`src/rtl/mem_access_unit_pkg.sv`:
```
// Shared size encodings, FSM state codes and request legality helper
// for the load/store initiator.
package mem_access_unit_pkg;

  localparam logic [1:0] SIZE_B = 2'b00;
  localparam logic [1:0] SIZE_H = 2'b01;
  localparam logic [1:0] SIZE_W = 2'b10;

  typedef enum logic [1:0] {
    IDLE = 2'b00,
    RD   = 2'b01,
    WR   = 2'b10,
    DONE = 2'b11
  } state_t;

  // Reserved size, odd halfword or non-word-aligned word.
  function automatic logic bad_size_align(input logic [1:0] size, input logic [1:0] off);
    case (size)
      SIZE_B:  return 1'b0;
      SIZE_H:  return off[0];
      SIZE_W:  return |off;
      default: return 1'b1;
    endcase
  endfunction

endpackage

```
`src/rtl/mem_access_unit_byte_lane_mux.sv`:
```
// Little-endian lane extract (with sign/zero extension) and lane merge
// for byte and halfword accesses within a 32-bit word.
module byte_lane_mux
  import mem_access_unit_pkg::*;
(
  input  logic [31:0] word,
  input  logic [15:0] data,
  input  logic [1:0]  off,
  input  logic [1:0]  size,
  input  logic        sign,
  output logic [31:0] extract,
  output logic [31:0] merge
);

  logic [7:0]  byte_sel;
  logic [15:0] half_sel;

  always_comb begin
    byte_sel = word[{off, 3'b000} +: 8];
    half_sel = off[1] ? word[31:16] : word[15:0];
    extract  = word;
    merge    = word;
    case (size)
      SIZE_B: begin
        extract = {{24{sign & byte_sel[7]}}, byte_sel};
        merge[{off, 3'b000} +: 8] = data[7:0];
      end
      SIZE_H: begin
        extract = {{16{sign & half_sel[15]}}, half_sel};
        merge[{off[1], 4'b0000} +: 16] = data;
      end
      default: ;
    endcase
  end

endmodule

```
`src/rtl/mem_access_unit.sv`:
```
// Load/store initiator between the CPU datapath and word-wide data memory;
// sub-word stores are done as read-modify-write of the containing word.
//
// state | meaning
// IDLE  | waiting for req; request fields captured on accept
// RD    | one-cycle memory read (load data or RMW source word)
// WR    | one-cycle memory write (word store or merged word)
// DONE  | done pulse, err valid; req ignored
module mem_access_unit
  import mem_access_unit_pkg::*;
#(
  parameter int MEM_AW      = 8,
  parameter bit RANGE_CHECK = 1'b1
) (
  input  logic        clk,
  input  logic        r_st,
  input  logic        req,
  input  logic        we,
  input  logic [1:0]  size,
  input  logic        sign_ext,
  input  logic [31:0] addr,
  input  logic [31:0] wdata,
  output logic [31:0] rdata,
  output logic        done,
  output logic        err,
  output logic        busy,
  output logic        mem_wr_en,
  output logic        mem_rd_en,
  output logic [31:0] mem_addr,
  output logic [31:0] mem_data_wr,
  input  logic [31:0] mem_data_rd
);

  state_t      state, state_nxt;
  logic        we_q, sign_q, err_q;
  logic [1:0]  size_q;
  logic [31:0] addr_q, wdata_q, merge_q;
  logic        req_err;
  logic [31:0] extract_w, merge_w;

  assign req_err = bad_size_align(size, addr[1:0]) |
                   (RANGE_CHECK & (|addr[31:MEM_AW]));

  byte_lane_mux u_lane (
    .word    (mem_data_rd),
    .data    (wdata_q[15:0]),
    .off     (addr_q[1:0]),
    .size    (size_q),
    .sign    (sign_q),
    .extract (extract_w),
    .merge   (merge_w)
  );

  always_comb begin
    state_nxt = state;
    case (state)
      IDLE: begin
        if (req) begin
          if (req_err)                   state_nxt = DONE;
          else if (!we || size != SIZE_W) state_nxt = RD;
          else                           state_nxt = WR;
        end
      end
      RD:      state_nxt = we_q ? WR : DONE;
      WR:      state_nxt = DONE;
      default: state_nxt = IDLE;
    endcase
  end

  always_ff @(posedge clk or negedge r_st) begin
    if (!r_st) begin
      state   <= IDLE;
      we_q    <= 1'b0;
      sign_q  <= 1'b0;
      err_q   <= 1'b0;
      size_q  <= SIZE_B;
      addr_q  <= '0;
      wdata_q <= '0;
      merge_q <= '0;
      rdata   <= '0;
    end else begin
      state <= state_nxt;
      if (state == IDLE && req) begin
        we_q    <= we;
        sign_q  <= sign_ext;
        err_q   <= req_err;
        size_q  <= size;
        addr_q  <= addr;
        wdata_q <= wdata;
      end
      if (state == RD) begin
        if (we_q) merge_q <= merge_w;
        else      rdata   <= extract_w;
      end
    end
  end

  // Outputs decode straight from state so an async reset drops them at once.
  assign done        = (state == DONE);
  assign err         = (state == DONE) & err_q;
  assign busy        = (state != IDLE);
  assign mem_rd_en   = (state == RD);
  assign mem_wr_en   = (state == WR);
  assign mem_addr    = {addr_q[31:2], 2'b00};
  assign mem_data_wr = (state == WR) ? ((size_q == SIZE_W) ? wdata_q : merge_q) : '0;

endmodule

```
`config.mk`:
```
export PLATFORM = sky130hd
export DESIGN_NAME = mem_access_unit
export DESIGN_NICKNAME = d
export VERILOG_FILES = /design/src/rtl/mem_access_unit_pkg.sv /design/src/rtl/mem_access_unit_byte_lane_mux.sv /design/src/rtl/mem_access_unit.sv
export SDC_FILE = /design/constraint.sdc
export NUM_CORES = 1
export LEC_CHECK = 0
export ABC_AREA = 1
export BUFFER_PORTS_ARGS = -buffer_cell sky130_fd_sc_hd__buf_2
export CAP_MARGIN = 20
export CORE_MARGIN = 3
export CORE_UTILIZATION = 44
export DETAILED_ROUTE_END_ITERATION = 8
export PLACE_DENSITY = 0.71
export SLEW_MARGIN = 0
export SYNTH_ARGS = -nofsm -noshare
export SYNTH_HDL_FRONTEND = slang
export SYNTH_HIERARCHICAL = 1
export SYNTH_SLANG_ARGS = --single-unit
```
`constraint.sdc`:
```
create_clock -name clk -period 2.09 [get_ports clk]
set_input_delay 0.209 -clock clk [delete_from_list [all_inputs] [get_ports clk]]
set_output_delay 0.209 -clock clk [all_outputs]
set_load 0.05 [all_outputs]
```
==> metrics.md <==
| Metric | Value |
|---|---|
| Simple-Gate Fraction of Synth Area | `32.1%` |
| CP arrival | `1.84 ns` |
| WS Path Type | `flop to output port` |
| Largest family of logic cells by synthesized area | `simple AND/OR/NAND/NOR gates` |
| Cells after Synth | `1138` |
| Core ar. | `17500 um2` |
| Iteration-0 DRC count of the detailed router | `742` |
| Slew @ Worst Pin | `1.14 ns` |
| Htree depth | `4` |
| Synthesized area | `7980 um2` |
| CTS sink count | `135` |
| Vias in the first global route | `7902` |
| CP Launch Type | `flop` |
| Die width | `141 um` |
| Post-route ant nets | `0` |
| Initial antenna violation count | `0` |
| Slew margin rel. | `24.0%` |
| Final Skew | `0.00790 ns` |
| Area Growth Syn to Fin | `29.4%` |
| Remaining DRCs | `0` |
| Via count | `8123` |
| Die height | `141 um` |
| Site Rows | `48` |
| Io pins | `204` |
| Gr usage total | `26.4%` |
| First-pass GRT wire length | `41700 um` |
| Clock latency on the worst-skew pair | `0.43 ns` |
| # Post-CTS Setup Buffers | `0` |
| Overall power | `18700 uW` |
| Synthesized area per cell | `7.01 um2` |
| Peak Freq | `0.489 GHz` |
| Yosys cell types | `28` |
| WP data required | `1.88 ns` |
| Total gr overflow | `0` |
| GP Congestion | `0.953` |
| Largest net degree at the start of global routing | `55` |
| Minimum clock period | `2.05 ns` |
| Setup TNS | `0 ns` |
| Synthesis-stage register bit count | `135` |
| Maximum VDD drop | `0.972 mV` |
| Number of max-cap violations | `0` |
| Critical path endpoint category | `output port` |
| Synth Area in Compound Gates | `9.12%` |
| DP HPWL | `18900 um` |
| HP Class | `primary input to flop` |
| Fin crit share | `97.9%` |
| Largest fanout on the critical path | `11` |
| Root Buffer | `clkbuf_16` |
| Ant. Diodes | `0` |
| Unrepaired setup endpoints after global routing | `yes` |
| Die ar. | `19800 um2` |
| Final hold vios | `0` |
| Initial Util | `45.5%` |
| Top cell type by total area after synthesis | `dfrtp_1` |
| Synth top area share | `42.3%` |
| Pleak | `0.00568 uW` |
| Synth Warn # | `6` |
| Synth Area in Adders | `1.41%` |
| Detailed Route WL | `26400 um` |
| Synth Area in XOR/XNOR | `0%` |
| Hold slack | `0.0199 ns` |
| Final Max Slew Viols | `0` |
| Synth area leaders | `dfrtp_1 42%, nand2_1 21%, nor2_1 6.5%` |
| Mux share of post-synthesis cell area | `4.51%` |
| CTS Buf Count | `17` |
| NumNets Final | `1462` |
| Share of cells above drive strength 1 | `25.7%` |
| Vias/cell | `5.12` |
| Drt first pass iters | `7` |
| P per Cell Area | `1810 nW/um2` |
| Register area share after synthesis | `42.3%` |
| Worst-path clk slew | `0.06 ns` |
| CTS tree | `built` |
| Final Util | `58.9%` |
| Status | `completed` |
| Final setup fails | `0` |
| PortBufs | `201` |
| Clock buffer depth | `2` |
| Wire per inst | `16.6 um` |
-- synthesized netlist by cell type --
cell type,instances
clkinv_1,3
a21boi_0,4
buf_4,35
buf_2,33
nand3_1,50
o21ai_0,98
nand2_2,4
nand4_1,1
mux2_2,32
o211ai_1,6
nand2_1,453
ha_1,9
nor2_2,1
a31oi_1,2
buf_6,3
nand3_2,1
nor2_1,138
inv_2,2
inv_1,78
nor2_4,3
a21oi_1,4
clkinv_2,1
o21ai_1,16
dfrtp_1,135
nand2_4,1
conb_1,1
o22ai_1,8
clkbuf_1,16
-- sequential cells by signal (all words and copies together) (netlist names) --
register and flops:
addr_q 32, merge_q 32, rdata 32, wdata_q 32, size_q 2, state 2, err_q 1, sign_q 1
we_q 1
-- worst paths after layout --
check                                 startpoint                      end  slack [ns]  cells after the start
min reg2reg                 rdata[9]$_DFFE_PN0P_     rdata[9]$_DFFE_PN0P_        0.47                      2
max in group asynchronous                   r_st  merge_q[31]$_DFFE_PN0P_        1.18                      3
min                                    wdata[30]  wdata_q[30]$_DFFE_PN0P_        0.02                      3
min in group asynchronous                   r_st    rdata[17]$_DFFE_PN0P_        0.30                      2
max reg2reg                addr_q[0]$_DFFE_PN0P_  merge_q[25]$_DFFE_PN0P_        0.11                      9
max                        size_q[1]$_DFFE_PN0P_           mem_data_wr[9]        0.04                      8
-- report_power, final --
group / leakage, uW / switching, uW / total [uW] / internal, uW
Clock: 0.000281 / 1370 / 2960 / 1590
Combinational: 0.00372 / 7760 / 11000 / 3220
Sequential: 0.00168 / 898 / 4750 / 3860
Total: 0.00568 / 10000 / 18700 / 8670
-- cell type report --
type | instances | area (um2)
Fill cell | 1637 | 7210
Multi-Input combinational cell | 833 | 3860
Sequential cell | 135 | 3380
Timing Repair Buffer | 279 | 1900
Clock buffer | 17 | 425
Inverter | 84 | 320
Tap cell | 225 | 282
Clock inverter | 15 | 161
-- logic make-up (layout without fill, tap and decap cells) --
kind of cell / Yosys count / after routing
buf+inv: 171 / 395
compound gates: 138 / 138
flops: 135 / 135
other cells: 1 / 2
fa+ha+maj: 9 / 9
simple gates: 652 / 652
mux: 32 / 32
-- per-layer routing --
metal / vias up / global-route usage (%) / share of wire (%)
li1: 3958 / - / -
met2: 385 / 42.7 / 46
met3: 56 / 4.92 / 8.1
met4: 0 / 8.77 / 2.9
met1: 3724 / 35.9 / 43
met5: - / 0 / 0
-- worst max-delay path, cell delays in order, from the launching register on --
cell	delay (ns)
dfrtp_1	0.38
buf_4	0.16
inv_1	0.09
nor2_4	0.05
inv_1	0.10
buf_4	0.20
nor2_1	0.07
nor2_2	0.18
buf_6	0.18
-- per-stage QoR --
step	cells	cell area (um2)	setup WS [ns]
floorplan	1139	8060	0.0237
global placement	1514	9160	0.211
detailed placement	1514	9160	0.170
CTS	1586	10200	0.00607
global route	1588	10300	-0.0401
finish	1588	10300	0.0445
-- placed cells by master (no fill, tap or decap), drive strengths merged, types with 10 or more instances in the layout --
master       count
dlygate4sd3     40
dfrtp          135
buf            233
inv             86
nand3           51
o21ai          114
nor2           142
clkinv          10
mux2            32
clkbuf          23
nand2          458
-- what timing repair did --
action	in CTS	in global routing
hold buffers	40	0
pin swaps	0	0
gates cloned	0	1
setup endpoints to repair	23	33
resized for setup	7	61
hold endpoints to repair	82	0
Power figures use the tool's default switching activity.
